### src/rtl/plc_sequencer.sv
// Four-phase instruction sequencer for the IL-style PLC core (FETCH, DECODE, OPERAND, EXEC).
// Fixed 4 cycles per instruction; store-class results are written to data memory during EXEC.
module plc_sequencer #(
  parameter int WIDTH  = 8,
  parameter int IWIDTH = 8,
  parameter int PADDR  = 8,
  parameter int DADDR  = 8,
  parameter logic [IWIDTH-1:0] OP_ST  = 'h02,
  parameter logic [IWIDTH-1:0] OP_STN = 'h03,
  parameter logic [IWIDTH-1:0] OP_S   = 'h04,
  parameter logic [IWIDTH-1:0] OP_R   = 'h05,
  parameter logic [IWIDTH-1:0] OP_ADD = 'h06,
  parameter logic [IWIDTH-1:0] OP_SUB = 'h07
) (
  input  logic                      clk,
  input  logic                      rst,
  input  logic                      start,
  output logic                      busy,
  output logic                      done,
  output logic [PADDR-1:0]          prog_addr,
  input  logic [IWIDTH+2+DADDR-1:0] prog_rdata,
  output logic [DADDR-1:0]          mem_addr,
  input  logic [WIDTH-1:0]          mem_rdata,
  output logic                      mem_we,
  output logic [WIDTH-1:0]          mem_wdata,
  output logic [IWIDTH-1:0]         alu_op,
  output logic [1:0]                alu_src2,
  output logic [WIDTH-1:0]          alu_a,
  output logic [WIDTH-1:0]          alu_imm,
  output logic                      alu_c_in,
  output logic                      alu_b_in,
  input  logic [WIDTH-1:0]          alu_out,
  input  logic                      alu_c_out,
  input  logic                      alu_b_out,
  input  logic                      alu_flag_valid
);

  localparam int IW = IWIDTH + 2 + DADDR;
  localparam logic [IWIDTH-1:0] OP_HALT = '1;

  typedef enum logic [2:0] {
    S_IDLE, S_FETCH, S_DECODE, S_OPERAND, S_EXEC
  } state_t;

  state_t            state_q;
  logic [PADDR-1:0]  pc_q;
  logic [IW-1:0]     ir_q;
  logic [WIDTH-1:0]  acc_q;
  logic              carry_q;
  logic              borrow_q;
  logic              busy_q;
  logic              done_q;

  logic [IWIDTH-1:0] op;
  logic [1:0]        src;
  logic [DADDR-1:0]  opnd;
  logic              is_store;
  logic              is_halt;
  logic              in_exec;
  logic              last_instr;

  assign op         = ir_q[IW-1 -: IWIDTH];
  assign src        = ir_q[DADDR +: 2];
  assign opnd       = ir_q[DADDR-1:0];
  assign is_store   = (op == OP_ST) || (op == OP_STN) || (op == OP_S) || (op == OP_R);
  assign is_halt    = (op == OP_HALT);
  assign in_exec    = (state_q == S_EXEC);
  assign last_instr = is_halt || (pc_q == {PADDR{1'b1}});

  // Operand data reaches the ALU directly at the core top; only its timing is owned here.
  logic unused_rdata;
  assign unused_rdata = ^mem_rdata;

  assign busy      = busy_q;
  assign done      = done_q;
  assign prog_addr = pc_q;
  assign mem_addr  = opnd;
  assign alu_op    = op;
  assign alu_src2  = src;
  assign alu_a     = acc_q;
  assign alu_imm   = WIDTH'(opnd);
  assign alu_c_in  = carry_q;
  assign alu_b_in  = borrow_q;

  // The write strobe is gated by rst so an abort mid-EXEC commits nothing on that edge.
  assign mem_we    = in_exec && is_store && !rst;
  assign mem_wdata = (in_exec && is_store) ? alu_out : '0;

  always_ff @(posedge clk) begin
    if (rst) begin
      state_q  <= S_IDLE;
      pc_q     <= '0;
      ir_q     <= '0;
      acc_q    <= '0;
      carry_q  <= 1'b0;
      borrow_q <= 1'b0;
      busy_q   <= 1'b0;
      done_q   <= 1'b0;
    end else begin
      done_q <= 1'b0;
      case (state_q)
        S_IDLE: begin
          if (start) begin
            pc_q    <= '0;
            busy_q  <= 1'b1;
            state_q <= S_FETCH;
          end
        end
        S_FETCH:   state_q <= S_DECODE;
        S_DECODE: begin
          ir_q    <= prog_rdata;
          state_q <= S_OPERAND;
        end
        S_OPERAND: state_q <= S_EXEC;
        S_EXEC: begin
          if (!is_halt && !is_store) acc_q <= alu_out;
          if (alu_flag_valid && (op == OP_ADD)) carry_q  <= alu_c_out;
          if (alu_flag_valid && (op == OP_SUB)) borrow_q <= alu_b_out;
          // The top program slot halts like HALT instead of wrapping pc.
          if (last_instr) begin
            busy_q  <= 1'b0;
            done_q  <= 1'b1;
            state_q <= S_IDLE;
          end else begin
            pc_q    <= pc_q + PADDR'(1);
            state_q <= S_FETCH;
          end
        end
        default: state_q <= S_IDLE;
      endcase
    end
  end

endmodule

### config.mk
export PLATFORM = sky130hd
export DESIGN_NAME = plc_sequencer
export DESIGN_NICKNAME = d
export VERILOG_FILES = /design/src/rtl/plc_sequencer.sv
export SDC_FILE = /design/constraint.sdc
export NUM_CORES = 1
export LEC_CHECK = 0
export BUFFER_PORTS_ARGS = -buffer_cell sky130_fd_sc_hd__buf_2
export CAP_MARGIN = 20
export CORE_MARGIN = 2
export CORE_UTILIZATION = 40
export DETAILED_ROUTE_END_ITERATION = 6
export PLACE_DENSITY = 0.72
export SLEW_MARGIN = 10
export SYNTH_ARGS = -nofsm -noshare
export SYNTH_HDL_FRONTEND = slang
export SYNTH_SLANG_ARGS = --single-unit
### constraint.sdc
create_clock -name clk -period 3.7 [get_ports clk]
set_input_delay 0.74 -clock clk [delete_from_list [all_inputs] [get_ports clk]]
set_output_delay 0.74 -clock clk [all_outputs]
set_load 0.01 [all_outputs]
# Yosys cells after proc, flatten, opt, wreduce, memory -nomap -nowiden
# Cells that the tools add are included.
# word_totals
elab_cells	56
in_bits	40
output_inout_bits	55
register_bits	41
# op_classes
eq_ne	15
addsub	1
bitwise_logic	1
reduce_logical	20
n_mux	11
# op_table
cell	count
8-bit by 3-bit == test with 1-bit output (second input constant)	4
8-bit two-way mux	3
8-bit by 2-bit == test with 1-bit output (second input constant)	2
8-bit == test (second input constant)	2
8-bit case mux with 2 select lines	1
3-bit case mux with 5 select lines	1
8-bit by 1-bit adder with 8-bit output (second input constant)	1
3-bit by 2-bit == test with 1-bit output (second input constant)	2
2-bit AND reduction	3
3-bit AND reduction	2
1-bit logical AND	5
1-bit logical OR	4
1-bit two-way mux	4
2-bit inequality test (second input constant)	2
3-bit by 1-bit == test with 1-bit output (second input constant)	1
3-bit == test (second input constant)	1
1-bit zero test	3
3-bit zero test	1
3-bit two-way mux	1
2-bit by 1-bit inequality test with 1-bit output (second input constant)	1
1-bit case mux with 2 select lines	1
2-bit nonzero test	1
2-bit OR reduction	1
1-bit NOT	1

# Depth between registers and ports, before layout
# depth
ltp_word	7
mapped_depth	7
mapped_depth_nobuf	5

# Least setup slack after synthesis
# OpenSTA, ideal clock, no wires.
# synth_timing
path_kind	reg-to-output
startpoint	register state_q[0]
endpoint	output port mem_we
t_arrival_ns	1.408
setup_slack_ns	1.552
path_buffers	1
t_required_ns	2.960
path_stages_with_launch	5
path_cell_list	dfxtp_1 -> buf_2 -> or3b_4 -> nor4_4 -> nor2b_1
# synth_via
elab_chain_cells	3
# synth_rtl
item	line_no	source
from (decl)	45	state_t state_q;
from (signal assigned)	91	state_q <= S_IDLE;
from (signal assigned)	106	state_q <= S_FETCH;
from (signal assigned)	109	S_FETCH: state_q <= S_DECODE;
3-bit == test	67	assign in_exec = (state_q == S_EXEC);
1-bit logical AND (2 in a row)	86	assign mem_we = in_exec && is_store && !rst;
to (decl)	24	output logic mem_we,
# Every way passes these cells.

# Final worst setup path
# layout_timing
startpoint	register state_q[2]
endpoint	output port mem_we
# Same word-level chain as after synthesis.

==> flow_summary.yaml <==
critical_path:
  critical_path.cell_chain: "or3b_4 > nor4_4 > nor2b_1 > buf_2"
  crit_fanout: 9
  cp.required_ns: 2.96
  slowest_stage: "dfxtp_1"
  start_kind: "flip-flop"
  slowest_delay_ns: 0.45
  arrival_ns: 1.90
  crit_type: "flip-flop to primary output"
  endpoint_kind: "primary output"
cts:
  cts_resized: 0
  clk_pin_slew_worst_paths_ns: 0.07
  clock_sinks: 41
  holdBufCountCts: 0
  clock_path_buffers: 2
  cts_tree: "built"
  root_buffer: "clkbuf_8"
  clkLatencyLatePin_ns: 0.29
  htreeDepth: 2
  post_cts.repair.setup_buffers: 0
  cts_made_buffers: 5
synth:
  synth-edff-count: 0
  ys.flop_type: "dfxtp_1"
  ys_warn_count: 0
  async_flop_share_pct: 0
  syn_inst: 221
  synth-xor-area-share_pct: 0.932
  synth_top_area_cell: "dfxtp_1"
  synthTopCellsByArea: "dfxtp_1, nand2_1, a21oi_1, mux2i_1, nand2b_1"
  synth_top_family_by_area: "simple AND/OR/NAND/NOR gates"
  syn_area_sq_um: 1880
  yosysSeqAreaShare_pct: 43.7
  synth-compound-area-share_pct: 12.7
  syn-num-nets: 262
  yosysTopAreaCellShare_pct: 43.7
  synth-simple-area-share_pct: 30.2
  yosys.area_share.adder_pct: 0.666
  ys_ff_latch: 41
  muxShareOfSynthArea_pct: 5.33
  avgSynthCellArea_sq_um: 8.50
  synth_cell_type_count: 43
grt:
  grt_start_max_net_pins: 48
  grt_antenna_before_repair: 0
  grt_pass1_vias: 1539
  grt_usage_pct: 16.4
  gr-usage-met3_pct: 6.94
  grt_first_pass_wirelength_microns: 6820
  gr-max-usage-layer: "met2"
  grtUsageMet2_pct: 25.3
  grt_overflow_total: 0
  grtUsageMet1_pct: 20.6
cells_and_area:
  drive_gt1_share_pct: 34.6
  antennaDiodeCount: 0
  syn_to_final_growth_pct: 25.8
  fin_nets: 335
  final_cells: 347
sta:
  setup_viol: 0
  tightest_slew_ns: 0.992
  fmax_mhz: 379
  finalClockSkew_ns: 0.00429
  finalCritPeriodShare_pct: 71.4
  relSlewSlack_pct: 33.4
  fin_tns_setup_ns: 0
  hold_viol: 0
  rsz0062_at_grt: "false"
  fin_crit_ns: 2.64
  final_max_slew_viol_count: 0
status:
  run_status: "completed"
floorplan:
  die_x_microns: 72.5
  core-area_sq_um: 4440
  die_area_sq_um: 5260
  start_util_pct: 42.3
  io_pins: 95
  rows: 24
  fp.dieH_microns: 72.5
power:
  power_density_nw_per_um2: 390
  ir_drop_uv: 213
  p_leak_nw: 1.03
detailed_routing:
  initialDrtViolationCount: 67
  wl_per_cell_microns: 12.0
  wl_microns: 4180
  drc: 0
  ant_nets: 0
  drtPass1Iterations: 4
  vias: 1750
  viasPerCell: 5.04
placement:
  io_buffers: 86
  place_inst: 339
  dp_hpwl_microns: 2930
  place_congestion: 0.827
job:
  cap_violations: 0
hold_path:
  hp-class: "flip-flop to flip-flop"
cells by family (layout without fill, tap and decap cells):
group / Yosys count / after routing
adder cells (fa/ha/maj): 1 / 1
AND/OR/NAND/NOR: 104 / 104
flip-flops: 41 / 41
buffers and inverters: 23 / 97
XOR/XNOR: 2 / 2
AO/OA/AOI/OAI: 40 / 40
multiplexers: 10 / 10
Yosys cell counts (all sizes together) (4+ instances only):
library cell	n
nor2	10
buf	14
mux2i	10
nand4	4
and2	9
o21ai	6
nor3	4
nand2b	16
nand2	39
a21oi	23
dfxtp	41
clkbuf	6
layout by cell type, fill, tap and decap left out, types with 3 or more instances in the layout:
cell / n
buf_2: 86
dfxtp_1: 41
nand2_1: 39
a21oi_1: 23
nand2b_1: 16
mux2i_1: 10
and2_1: 9
nor2_1: 9
clkbuf_8: 7
o21ai_0: 5
nor3_1: 4
nand4_1: 4
inv_1: 3
or3_1: 3
o41ai_1: 3
power breakdown:
part / switching, mW / internal, mW
Combinational: 0.0697 / 0.0537
Sequential: 0.0207 / 0.460
Clock: 0.148 / 0.169
Total: 0.239 / 0.683
flip-flops by register name (all words and copies together), names as in the netlist:
register	flops
alu_a	8
alu_b_in	1
alu_c_in	1
busy	1
done	1
ir_q	18
prog_addr	8
state_q	3
layout make-up:
type	count	area, sq um
Inverter	3	11.3
Timing Repair Buffer	86	430
Clock buffer	7	96.3
Tap cell	52	65.1
Multi-Input combinational cell	157	936
Fill cell	435	2080
Clock inverter	1	5.00
Sequential cell	41	821
per-stage QoR:
stage | util (%) | cell area [sq um] | worst slack (ns) | hold slack, ns | power, mW
2_1_floorplan | - | 1880 | 1.55 | 0.481 | 0.575
5_1_grt | 53.2 | 2360 | 0.860 | 0.487 | 0.975
6_report | 53.2 | 2360 | 1.06 | 0.457 | 0.921
3_5_place_dp | 50.9 | 2260 | 1.32 | 0.452 | 0.616
4_1_cts | 53.2 | 2360 | 1.00 | 0.464 | 0.938
3_3_place_gp | 50.9 | 2260 | 1.33 | 0.439 | 0.614
worst max-delay path: cells and delay by family (launching register included):
| family | cells | cell delay [ns] |
|---|---|---|
| buffers and inverters | 1 | 0.14 |
| and+or+nand+nor | 3 | 1.02 |
| DFF | 1 | 0.45 |
worst paths after layout:
path                            slack, ns  depth (start not counted)        from        to
worst max-delay path                 1.06                          4  state_q[2]    mem_we
worst min-delay path                 0.46                          2     ir_q[9]   ir_q[9]
worst max register to register       1.58                          4    ir_q[13]  alu_a[0]
worst min register to register       0.46                          2     ir_q[9]   ir_q[9]
layer usage:
metal | up-vias | part of all wire, %
met5 | - | 0
met4 | 0 | 1.1
met3 | 4 | 10
met2 | 75 | 43
met1 | 774 | 46
li1 | 897 | -
No activity file was read; power rests on OpenSTA's default activity.
